`src/rtl/fu_div_seq_pkg.sv`:
```
// Shared definitions for the sequential divide unit: operation and state
// encodings, default widths and small operation decode helpers.
package fu_div_seq_pkg;

  localparam int DIV_XLEN  = 32;
  localparam int DIV_CNT_W = 6;

  // op[1] selects remainder, op[0] selects unsigned
  typedef enum logic [1:0] {
    DIV_OP_DIV  = 2'b00,
    DIV_OP_DIVU = 2'b01,
    DIV_OP_REM  = 2'b10,
    DIV_OP_REMU = 2'b11
  } div_op_e;

  localparam logic [1:0] S_IDLE = 2'd0;
  localparam logic [1:0] S_CALC = 2'd1;
  localparam logic [1:0] S_DONE = 2'd2;

  function automatic logic op_is_signed(input logic [1:0] op);
    return (op == DIV_OP_DIV) || (op == DIV_OP_REM);
  endfunction

  function automatic logic op_is_rem(input logic [1:0] op);
    return (op == DIV_OP_REM) || (op == DIV_OP_REMU);
  endfunction

endpackage

```
`src/rtl/fu_div_seq_if.sv`:
```
// Start/finish handshake and operand/result bus between the control unit
// (master) and the divide unit (slave).
interface fu_div_seq_if #(
  parameter int XLEN = fu_div_seq_pkg::DIV_XLEN
);
  logic            EN;
  logic [1:0]      op;
  logic [XLEN-1:0] A;
  logic [XLEN-1:0] B;
  logic            busy;
  logic            finish;
  logic [XLEN-1:0] res;

  modport master (
    output EN, op, A, B,
    input  busy, finish, res
  );

  modport slave (
    input  EN, op, A, B,
    output busy, finish, res
  );
endinterface

```
`src/rtl/fu_div_seq_step.sv`:
```
// One combinational restoring-division iteration on magnitudes: shift
// {rem, quo} left by one, trial-subtract the divisor, keep the difference
// when it does not borrow and record the quotient bit.
module fu_div_seq_step #(
  parameter int XLEN = 32
) (
  input  logic [XLEN-1:0] rem,
  input  logic [XLEN-1:0] quo,
  input  logic [XLEN-1:0] divisor,
  output logic [XLEN-1:0] rem_nxt,
  output logic [XLEN-1:0] quo_nxt
);

  // rem < divisor on entry, so the shifted value fits XLEN+1 bits and the
  // top bit of the difference is exactly the borrow
  logic [XLEN:0] shifted;
  logic [XLEN:0] diff;

  // trial subtract and restore
  always_comb begin
    shifted = {rem, quo[XLEN-1]};
    diff    = shifted - {1'b0, divisor};
    quo_nxt = {quo[XLEN-2:0], ~diff[XLEN]};
    if (diff[XLEN]) begin
      rem_nxt = shifted[XLEN-1:0];
    end else begin
      rem_nxt = diff[XLEN-1:0];
    end
  end

endmodule

```
`src/rtl/fu_div_seq.sv`:
```
// Multi-cycle radix-2 restoring divider for RV32M DIV/DIVU/REM/REMU.
// Divide-by-zero and signed overflow resolve at acceptance in one cycle;
// all other operations iterate XLEN times on operand magnitudes and apply
// the sign fixup as the result is registered.
//
//  state  | meaning
//  -------+-----------------------------------------------------------
//  S_IDLE | waiting for EN
//  S_CALC | iterating, one restoring step per edge (busy = 1)
//  S_DONE | result registered, finish = 1; EN here starts the next op
module fu_div_seq
  import fu_div_seq_pkg::*;
#(
  parameter int XLEN  = DIV_XLEN,
  parameter int CNT_W = DIV_CNT_W
) (
  input  logic         clk,
  input  logic         rst,
  fu_div_seq_if.slave  bus
);

  localparam logic [CNT_W-1:0] LAST     = CNT_W'(XLEN - 1);
  localparam logic [XLEN-1:0]  MIN_NEG  = {1'b1, {(XLEN-1){1'b0}}};
  localparam logic [XLEN-1:0]  ALL_ONES = '1;

  logic [1:0]       state;
  logic [CNT_W-1:0] cnt;
  logic [XLEN-1:0]  rem_q;
  logic [XLEN-1:0]  quo_q;
  logic [XLEN-1:0]  dvs_q;
  logic [XLEN-1:0]  res_q;
  logic             is_rem_q;
  logic             qneg_q;
  logic             rneg_q;

  logic [XLEN-1:0]  rem_nxt;
  logic [XLEN-1:0]  quo_nxt;

  logic             accept;
  logic             sgn;
  logic             a_neg;
  logic             b_neg;
  logic             b_zero;
  logic             ovf;
  logic [XLEN-1:0]  mag_a;
  logic [XLEN-1:0]  mag_b;
  logic [XLEN-1:0]  special_res;
  logic [XLEN-1:0]  fix_res;

  fu_div_seq_step #(.XLEN(XLEN)) u_step (
    .rem     (rem_q),
    .quo     (quo_q),
    .divisor (dvs_q),
    .rem_nxt (rem_nxt),
    .quo_nxt (quo_nxt)
  );

  // operand decode at the accepting edge: magnitudes, signs, special cases
  always_comb begin
    accept = bus.EN && ((state == S_IDLE) || (state == S_DONE));
    sgn    = op_is_signed(bus.op);
    a_neg  = sgn & bus.A[XLEN-1];
    b_neg  = sgn & bus.B[XLEN-1];
    mag_a  = a_neg ? (~bus.A + 1'b1) : bus.A;
    mag_b  = b_neg ? (~bus.B + 1'b1) : bus.B;
    b_zero = (bus.B == '0);
    ovf    = sgn && (bus.A == MIN_NEG) && (bus.B == ALL_ONES);
    if (b_zero) begin
      special_res = op_is_rem(bus.op) ? bus.A : ALL_ONES;
    end else begin
      special_res = op_is_rem(bus.op) ? '0 : MIN_NEG;
    end
  end

  // sign fixup applied to the final step's outputs as DONE is entered
  always_comb begin
    if (is_rem_q) begin
      fix_res = rneg_q ? (~rem_nxt + 1'b1) : rem_nxt;
    end else begin
      fix_res = qneg_q ? (~quo_nxt + 1'b1) : quo_nxt;
    end
  end

  // control FSM, iteration datapath and result register
  always_ff @(posedge clk or negedge rst) begin
    if (!rst) begin
      state    <= S_IDLE;
      cnt      <= '0;
      rem_q    <= '0;
      quo_q    <= '0;
      dvs_q    <= '0;
      res_q    <= '0;
      is_rem_q <= 1'b0;
      qneg_q   <= 1'b0;
      rneg_q   <= 1'b0;
    end else if (state == S_CALC) begin
      rem_q <= rem_nxt;
      quo_q <= quo_nxt;
      cnt   <= cnt + 1'b1;
      if (cnt == LAST) begin
        res_q <= fix_res;
        state <= S_DONE;
      end
    end else if (accept) begin
      if (b_zero || ovf) begin
        res_q <= special_res;
        state <= S_DONE;
      end else begin
        rem_q    <= '0;
        quo_q    <= mag_a;
        dvs_q    <= mag_b;
        cnt      <= '0;
        is_rem_q <= op_is_rem(bus.op);
        qneg_q   <= a_neg ^ b_neg;
        rneg_q   <= a_neg;
        state    <= S_CALC;
      end
    end else begin
      state <= S_IDLE;
    end
  end

  assign bus.busy   = (state == S_CALC);
  assign bus.finish = (state == S_DONE);
  assign bus.res    = res_q;

endmodule
```
`src/flat_wrapper.sv`:
```
// flat-port wrapper written by rule: the top's interface ports become plain ports
module fu_div_seq_flat import fu_div_seq_pkg::*;
#(
  parameter int XLEN  = DIV_XLEN,
  parameter int CNT_W = DIV_CNT_W
)
  (clk, rst, bus_EN, bus_op, bus_A, bus_B, bus_busy, bus_finish, bus_res);
  fu_div_seq_if #(.XLEN(XLEN)) bus_i ();
  input  logic clk;
  input  logic rst;
  input wire logic [$bits(bus_i.EN)-1:0] bus_EN;
  input wire logic [$bits(bus_i.op)-1:0] bus_op;
  input wire logic [$bits(bus_i.A)-1:0] bus_A;
  input wire logic [$bits(bus_i.B)-1:0] bus_B;
  output wire logic [$bits(bus_i.busy)-1:0] bus_busy;
  output wire logic [$bits(bus_i.finish)-1:0] bus_finish;
  output wire logic [$bits(bus_i.res)-1:0] bus_res;
  assign bus_i.EN = bus_EN;
  assign bus_i.op = bus_op;
  assign bus_i.A = bus_A;
  assign bus_i.B = bus_B;
  assign bus_busy = bus_i.busy;
  assign bus_finish = bus_i.finish;
  assign bus_res = bus_i.res;
  fu_div_seq #(.XLEN(XLEN), .CNT_W(CNT_W)) u_core (.clk(clk), .rst(rst), .bus(bus_i));
endmodule
```
`config.mk`:
```
export PLATFORM = sky130hd
export DESIGN_NAME = fu_div_seq_flat
export DESIGN_NICKNAME = d
export VERILOG_FILES = /design/src/rtl/fu_div_seq_pkg.sv /design/src/rtl/fu_div_seq_if.sv /design/src/rtl/fu_div_seq_step.sv /design/src/rtl/fu_div_seq.sv /design/src/flat_wrapper.sv
export SDC_FILE = /design/constraint.sdc
export NUM_CORES = 1
export LEC_CHECK = 0
export CORE_MARGIN = 2
export CORE_UTILIZATION = 41
export DETAILED_ROUTE_END_ITERATION = 16
export GPL_ROUTABILITY_DRIVEN = 0
export PLACE_DENSITY = 0.62
export SKIP_CTS_REPAIR_TIMING = 1
export SLEW_MARGIN = 25
export SYNTH_ARGS = -nofsm -noshare
export SYNTH_HDL_FRONTEND = slang
export SYNTH_HIERARCHICAL = 1
export SYNTH_SLANG_ARGS = --single-unit
```
`constraint.sdc`:
```
create_clock -name clk -period 8.55 [get_ports clk]
set_clock_uncertainty 0.2 [all_clocks]
set_input_delay 0.855 -clock clk [delete_from_list [all_inputs] [get_ports clk]]
set_output_delay 0.855 -clock clk [all_outputs]
set_load 0.02 [all_outputs]
```
Word-level counts from Yosys, hierarchy flattened

Index checks and enable logic that the tools add are counted.
Widths: inputs -> output; s select.

Flip-flop bits (word level): 139
Bits in latches: 0
Memory bits (writable): 0
ROM bits: 0
Input bits: 69
Word-level logic and storage cells: 75
Memories kept: 0

Add/sub/neg operators: 6
Multipliers: 0
Div/mod/pow operators: 0
Order comparisons: 0
Equal/unequal tests: 9
Shift-type cells: 0
Mux-type cells: 26
Bitwise operators: 10
Reduce and logical (&&, ||, !) cells: 15

Operators by type and width:

| cell                  | count |
|---|---|
| $mux 32               | 19 |
| $add 32x1->32 const B | 4 |
| $not 32->32           | 4 |
| $eq 32x32->1 const B  | 2 |
| $sub 33x32->33        | 1 |
| $logic_not 32->1      | 1 |
| $mux 6                | 3 |
| $mux 2                | 4 |
| $add 6x1->6 const B   | 1 |
| $eq 2x2->1 const B    | 3 |
| $eq 6x5->1 const B    | 1 |
| $reduce_and 3->1      | 2 |
| $logic_not 2->1       | 2 |
| $logic_or 1x1->1      | 4 |
| $reduce_bool 2->1     | 2 |
| $logic_and 1x1->1     | 3 |
| $not 1->1             | 3 |
| $and 1x1->1           | 2 |
| $eq 2x1->1 const B    | 1 |
| $ne 2x1->1 const B    | 1 |
| $ne 2x2->1 const B    | 1 |
| $reduce_and 2->1      | 1 |
| $xor 1x1->1           | 1 |

Longest topological paths before layout

Gate-level depths: netlist of run 1.

Depth after elaboration: 8
Depth in mapped cells: 22
Mapped depth without buffers: 20

By module

Netlist of run 1, hierarchy kept.

By module, submodules not included:

| module          | instances | cells an instance | area each (µm²) | sequential area each (µm²) |
|---|---|---|---|---|
| fu_div_seq      | 1         | 1084              | 9330.2          | 3478.3 |
| fu_div_seq_step | 1         | 336               | 2591.2          | 0.0 |

Worst setup path after synthesis of run 1

Ideal clock, no wire load.

Path type: register to register
From: register u_core.quo_q[31]
To: register u_core.res_q[24], in the netlist u_core/bus.res[24]
Arrival time: 5.117 ns
Required time: 8.225 ns
Slack: 3.108 ns
Cell stages (with the launch flop): 23
Clock period less this slack: 5.442 ns
Cells stage by stage: dfrtp_1 inv_1 ha_1 fa_1 and2b_1 o2111ai_2 a21oi_2 o2111ai_1 a211oi_2 nor2_4 mux2i_4 and2_4 buf_12 inv_8 buf_12 mux2_4 or4_1 clkbuf_1 nor4_1 a41oi_1 mux2i_1 a211o_1 mux2_2

Longest elaborated chain between the ends: 8

Ends and longest elaborated chain:

| what                   | RTL line              | source |
|---|---|---|
| start, declared        | fu_div_seq.sv:29      | `logic [XLEN-1:0] quo_q;` |
| start signal, assigned | fu_div_seq.sv:98      | `quo_q <= quo_nxt;` |
| start signal, assigned | fu_div_seq.sv:110     | `quo_q <= mag_a;` |
| $sub 33x32->33         | fu_div_seq_step.sv:22 | `diff = shifted - {1'b0, divisor};` |
| $mux 32                | fu_div_seq_step.sv:24 | `if (diff[XLEN]) begin` |
| via u_core.rem_nxt[13] | fu_div_seq.sv:36      | `logic [XLEN-1:0] rem_nxt;` |
| $not 32->32            | fu_div_seq.sv:78      | `fix_res = rneg_q ? (~rem_nxt + 1'b1) : rem_nxt;` |
| $add 32x1->32          | fu_div_seq.sv:78      |  |
| $mux 32                | fu_div_seq.sv:78      |  |
| $mux 32                | fu_div_seq.sv:77      | `if (is_rem_q) begin` |
| $mux 32                | fu_div_seq.sv:100     | `if (cnt == LAST) begin` |
| $mux 32                | fu_div_seq.sv:96      | `end else if (state == S_CALC) begin` |
| end signal, assigned   | fu_div_seq.sv:101     | `res_q <= fix_res;` |
| end signal, assigned   | fu_div_seq.sv:106     | `res_q <= special_res;` |
| end, declared          | fu_div_seq.sv:31      | `logic [XLEN-1:0] res_q;` |

The timed path passes the listed nets, and every way through them passes these cells. The select of a mux whose other input is x is not followed.
A chain may end at the register's enable or synchronous reset.

Worst setup path after layout of run 1

From: register u_core.quo_q[31]
To: register u_core.res_q[26], in the netlist u_core/bus.res[26]

Longest elaborated chain between the ends: 8

Ends and longest elaborated chain:

| what                  | RTL line              | source |
|---|---|---|
| $sub 33x32->33        | fu_div_seq_step.sv:22 |  |
| $not 1->1             | fu_div_seq_step.sv:23 | `quo_nxt = {quo[XLEN-2:0], ~diff[XLEN]};` |
| via u_core.quo_nxt[0] | fu_div_seq.sv:37      | `logic [XLEN-1:0] quo_nxt;` |
| $not 32->32           | fu_div_seq.sv:80      | `fix_res = qneg_q ? (~quo_nxt + 1'b1) : quo_nxt;` |
| $add 32x1->32         | fu_div_seq.sv:80      |  |
| $mux 32               | fu_div_seq.sv:80      |  |
| $mux 32               | fu_div_seq.sv:77      |  |
| $mux 32               | fu_div_seq.sv:100     |  |
| $mux 32               | fu_div_seq.sv:96      |  |

The timed path passes the listed nets, and every way through them passes these cells. The select of a mux whose other input is x is not followed.

==> flow_metrics.tcl, run 1 <==
set metrics [dict create \
    fin_setup_tns_ns 0 \
    die_w_um 175 \
    core_um2 28700 \
    synthDistinctLibCells 98 \
    numCtsBuffers 17 \
    preCtsSetupSlack_ns 2.49 \
    wl_per_cell_um 19.4 \
    fmax_mhz 163 \
    yosys_most_used_dff "dfrtp_1" \
    setup_viol 0 \
    grt_max_degree 80 \
    ctsLongestPathBuffers 2 \
    syn_inst 1420 \
    synth-async-reset-ratio_pct 100 \
    clk_latency_ns 0.44 \
    tightest_slew_ns 1.05 \
    start_util_pct 41.5 \
    status "completed" \
    avgViaCountPerCell 5.92 \
    period_share_pct 72.0 \
    cp.required_ns 8.67 \
    area_delta_synth_final_pct 12.7 \
    grt_overflow 0 \
    wl_um 35800 \
    num_antenna_cells 0 \
    antenna_left 0 \
    synth_top_area_share_pct 29.2 \
    vias 10904 \
    dp_cells 1809 \
    tritoncts "done" \
    fp.dieArea_um2 30500 \
    synth_nets 1528 \
    io_buffers 102 \
    synth_commonest_cells "nand2_1, dfrtp_1, o21ai_0" \
    crit-reg2reg-launch "u_core/quo_q[31]$_DFFE_PN0P_" \
    maxCapViolations 0 \
    synth_fa_ha_area_share_pct 4.16 \
    max_slew_margin_pct 29.3 \
    post-synth-top-area-cell "dfrtp_1" \
    clockRootBuffer "clkbuf_16" \
    finalNonFillerCells 1841 \
    synth-simple-area-share_pct 21.7 \
    synth.yosys.warnings 6 \
    die_y_um 175 \
    yosys-top-cells-area "dfrtp_1, xnor2_1, nand2_1, o21ai_0, ha_1" \
    grt_pass1_vias 10142 \
    hpwlAfterDp_um 26500 \
    crit_path_start "u_core/quo_q[31]$_DFFE_PN0P_" \
    clk_pin_slew_ns 0.07 \
    critPathLaunchType "flip-flop" \
    syn-cell-area_um2 11900 \
    htree_levels 4 \
    antenna_found_initial 0 \
    synthXorXnorAreaFrac_pct 9.48 \
    crit_path_end_kind "flip-flop" \
    grtUsageTotal_pct 23.7 \
    hold_viol 0 \
    finalNetCount 1552 \
    synth-compound-area-share_pct 20.4 \
    cts.sinks 139 \
    rsz0062_at_grt "no" \
    arrival_ns 6.27 \
    ios 103 \
    hp-start "u_core/dvs_q[8]$_DFFE_PN0P_" \
    setup_slack_ns 2.40 \
    crit_fanout 28 \
    synth_most_common_cell "nand2_1" \
    drive_above_1_share_pct 9.27 \
    avgSynthCellArea_um2 8.40 \
    ys_seq_area_share_pct 29.2 \
    grt_first_pass_wirelength_um 57400 \
    synth_mux_area_share_pct 6.80 \
    synth_edf_count 0 \
    initialDrtViolationCount 1034 \
    drv_slew 0 \
    fin_crit_ns 6.15 \
    hp-class "reg2reg" \
    holdWs_ns 0.280 \
    drt-pass1-iter-count 5 \
    critPathKind "reg2reg" \
    synth_top_family_by_area "simple AND/OR/NAND/NOR gates" \
    synth-seq-cells 139 \
    layout.filler_cells 2848 \
    row_count 62 \
    post-route-drc-count 0 \
]
[path summary, 6_finish.rpt]
check,to,slack [ns],cells after the start
max reg2reg,u_core/bus.res[26]$_DFFE_PN0P_,2.40,19
min in group asynchronous,u_core/rem_q[18]$_DFFE_PN0P_,0.29,1
min,u_core/dvs_q[8]$_DFFE_PN0P_,0.28,2
max in group asynchronous,u_core/qneg_q$_DFFE_PN0P_,6.48,2
min reg2reg,u_core/dvs_q[8]$_DFFE_PN0P_,0.28,2
max,u_core/bus.res[26]$_DFFE_PN0P_,2.40,19
[cells by family after synthesis]
| logic type | Yosys count |
|---|---|
| AND/OR/NAND/NOR | 503 |
| AO/OA/AOI/OAI | 362 |
| buffers and inverters | 181 |
| flip-flops | 139 |
| XOR/XNOR | 129 |
| multiplexers | 67 |
| adder cells (fa/ha/maj) | 39 |
[critical path: stages, from the launching register on]
cell       delay, ns
dfrtp_1         0.37
inv_1           0.06
ha_1            0.22
fa_1            0.40
and2b_1         0.25
o2111ai_2       0.14
a21oi_2         0.27
o2111ai_1       0.20
a211oi_2        0.32
nor2_4          0.10
mux2i_4         0.34
and2_4          0.30
inv_8           0.13
mux2_4          0.35
or4_1           0.75
or4_1           0.70
o31ai_1         0.32
mux2i_1         0.23
o211ai_1        0.10
mux2_2          0.28
[placed cells by master, fill, tap and decap left out, types with 14 or more instances in the layout]
master	Yosys	routed
nor4_1	19	19
inv_1	69	68
nand2b_1	17	15
a221o_1	30	30
ha_1	38	38
clkdlybuf4s50_1	0	101
o31ai_1	22	22
xnor2_1	96	96
clkbuf_16	0	17
nand2_1	154	154
mux2_4	19	19
o21ai_0	115	115
nand4_1	20	20
nand3_1	71	71
or4_1	14	14
a21oi_1	60	60
mux2_2	23	23
nor3_1	29	29
xor2_1	33	33
a21o_1	18	18
mux2i_1	21	21
a31oi_1	24	24
nor2_1	90	90
dfrtp_1	139	138
or3_1	20	20
[through the flow]
| stage | utilization [%] | instance area (um^2) |
|---|---|---|
| after floorplan | - | 11900 |
| after global placement | 44.7 | 12800 |
| after detailed placement | 44.7 | 12800 |
| after CTS | 46.8 | 13400 |
| after global routing | 46.8 | 13400 |
| final | 46.8 | 13400 |
[registers in the layout, indices dropped and copies added, names as in the netlist]
name and cells:
u_core/rem_q 32, u_core/dvs_q 32, u_core/quo_q 32, u_core/is_rem_q 1, u_core/rneg_q 1, u_core/cnt 6, u_core/qneg_q 1, u_core/bus.res 32
u_core/state 2
[layer usage]
metal | wire length (um) | GRT usage (%) | up-vias
met3 | 2000 | 2.78 | 49
met2 | 16100 | 36.7 | 399
met1 | 16900 | 34.5 | 5284
met4 | 778 | 7.22 | 0
met5 | 0 | 0 | -
li1 | - | - | 5172
[area by class of cell]
| type | count | area (um^2) | area share (%) |
|---|---|---|---|
| inverters | 71 | 274 | 2.04 |
| clock buffers | 17 | 425 | 3.17 |
| multi-input cells | 1100 | 7480 | 55.7 |
| clock inverters | 15 | 174 | 1.29 |
| flip-flops and latches | 139 | 3480 | 25.9 |
| well taps | 384 | 480 | 3.58 |
| repair buffers | 115 | 1120 | 8.36 |
Power of run 1 is not shown: default switching activity piles up to over one toggle a cycle in this logic, so the estimate is an artifact.
==> run 2: changes to the inputs <==
--- a/config.mk
+++ b/config.mk
@@ -9,7 +9,7 @@
 export CORE_UTILIZATION = 41
 export DETAILED_ROUTE_END_ITERATION = 16
 export GPL_ROUTABILITY_DRIVEN = 0
-export PLACE_DENSITY = 0.62
+export PLACE_DENSITY = 0.64
 export SKIP_CTS_REPAIR_TIMING = 1
 export SLEW_MARGIN = 25
 export SYNTH_ARGS = -nofsm -noshare
==> constraint.sdc (replaced) <==
create_clock -name clk -period 5 [get_ports clk]
set_clock_uncertainty 0.2 [all_clocks]
set_input_delay 0.5 -clock clk [delete_from_list [all_inputs] [get_ports clk]]
set_output_delay 0.5 -clock clk [all_outputs]
set_load 0.02 [all_outputs]
==> run 2 against run 1 <==
Net effect:
- the run now ends with negative hold slack, negative setup slack left
- global-route usage increased by 1.2 points
- die area unchanged
- final cell count increased by 6.2%
- via count increased by 6.2%
- design area increased by 9.2%
- clock-buffer cell count unchanged
- flip-flop and latch count unchanged
- critical path depth unchanged
- register-to-register slack got worse by 2.7 ns
- critical endpoint is now u_core/bus.res[21]$_DFFE_PN0P_
==> flow_metrics.tcl, run 2 (same netlist as run 1, synthesis figures left out) <==
set metrics [dict create \
    grt_first_pass_wirelength_um 60100 \
    grtUsageTotal_pct 24.8 \
    finalNetCount 1665 \
    post-route-drc-count 0 \
    grt_overflow 0 \
    core_um2 28700 \
    grt_max_degree 104 \
    cp.required_ns 5.12 \
    fp.dieArea_um2 30500 \
    crit_path_end_kind "flip-flop" \
    drive_above_1_share_pct 18.5 \
    ctsLongestPathBuffers 2 \
    avgViaCountPerCell 5.92 \
    antenna_left 0 \
    preCtsSetupSlack_ns -0.209 \
    numCtsBuffers 17 \
    dp_cells 1905 \
    placed_area_um2 13600 \
    initialDrtViolationCount 1156 \
    hold_viol 10 \
    finalNonFillerCells 1955 \
    cpPeakStageDelay_ns 0.59 \
    row_count 62 \
    crit_fanout 6 \
    mostFrequentLayoutCells "nand2_1, dfrtp_1, buf_4, o21ai_0, clkdlybuf4s50_1" \
    crit_chain "ha_2 -> fa_2 -> and2b_1 -> o2111ai_2 -> a21oi_2 -> o2111ai_2 -> a211oi_2 -> nor2_4 -> mux2i_4 -> and2_4 -> clkinv_8 -> buf_6 -> mux2_4 -> or3_4 -> or4_4 -> o31ai_1 -> xnor2_1 -> o22ai_1 -> o32ai_1" \
    antenna_found_initial 1 \
    wl_um 38600 \
    drt-pass1-iter-count 5 \
    cpLargestDelayFamily "compound AO/OA/AOI/OAI gates" \
    final_common_cell "nand2_1" \
    setup_slack_ns -0.266 \
    maxCapViolations 0 \
    fin_crit_ns 5.27 \
    tritoncts "done" \
    period_share_pct 105 \
    violations "negative hold slack, negative setup slack" \
    setup_viol 20 \
    stdcell_area_um2 14700 \
    critPathLaunchType "flip-flop" \
    tightest_slew_ns 0.992 \
    hp-class "in2async" \
    io_buffers 102 \
    fmax_mhz 190 \
    vias 11583 \
    holdWs_ns -0.0186 \
    layout.filler_cells 2724 \
    rsz0062_at_grt "yes" \
    clk_pin_slew_ns 0.07 \
    grt_pass1_vias 10955 \
    max_slew_margin_pct 33.6 \
    cp_slowest_cell "or4_4" \
    wl_per_cell_um 19.8 \
    area_delta_synth_final_pct 23.1 \
    die_y_um 175 \
    cts.sinks 139 \
    crit_top_cell "o2111ai_2" \
    die_w_um 175 \
    htree_levels 4 \
    start_util_pct 41.5 \
    clk_latency_ns 0.43 \
    status "complete, but fails checks" \
    arrival_ns 5.39 \
    drv_slew 0 \
    critPathKind "reg2reg" \
    hpwlAfterDp_um 28300 \
    clockRootBuffer "clkbuf_16" \
    crit_buf_inv 2 \
    ios 103 \
]
## run 2: cell types whose count changed in the layout (fill, tap and decap cells not counted), moves of 6 or more
cell     before  now
buf_4        12  117
mux2_2       23   12
mux2_4       19   30
o21ai_0     115  107
o31ai_1      22   16
## run 2: worst paths after layout
kind	from	to	slack, ns	cells past startpoint
min in group clk	u_core/dvs_q[21]$_DFFE_PN0P_	u_core/dvs_q[21]$_DFFE_PN0P_	0.28	2
worst min register to register	u_core/dvs_q[21]$_DFFE_PN0P_	u_core/dvs_q[21]$_DFFE_PN0P_	0.28	2
max in group asynchronous	rst	u_core/rneg_q$_DFFE_PN0P_	3.50	2
worst min-delay path	rst	u_core/rem_q[22]$_DFFE_PN0P_	-0.02	1
worst max register to register	u_core/dvs_q[0]$_DFFE_PN0P_	u_core/bus.res[21]$_DFFE_PN0P_	-0.27	19
worst max-delay path	u_core/dvs_q[0]$_DFFE_PN0P_	u_core/bus.res[21]$_DFFE_PN0P_	-0.27	19
## run 2: per-stage QoR
stage               TNS [ns]  hold slack [ns]  util [%]
floorplan              -1.07          0.00441         -
global placement      -0.240            0.263      47.5
detailed placement     -2.13            0.271      47.5
CTS                    -2.64           0.0659      49.6
global route           -6.28           0.0644      51.1
finish                 -2.95          -0.0186      51.1
## run 2: layout make-up
type	count	area [um^2]	area share (%)
repair inverters	1	8.76	0.0597
inverters	71	279	1.90
flip-flops and latches	139	3480	23.7
well taps	384	480	3.27
multi-input cells	1101	7830	53.4
diodes	1	2.50	0.0171
clock buffers	17	425	2.90
clock inverters	15	168	1.14
repair buffers	226	1990	13.6
## run 2: layer usage
| metal | up-vias | part of all wire, % | global-route usage [%] |
|---|---|---|---|
| li1 | 5411 | - | - |
| met1 | 5570 | 46 | 35.8 |
| met2 | 529 | 44 | 37.6 |
| met3 | 73 | 7.1 | 4.27 |
| met4 | 0 | 2.7 | 7.95 |
| met5 | - | 0 | 0 |
Power of run 2 is left out for the same reason.
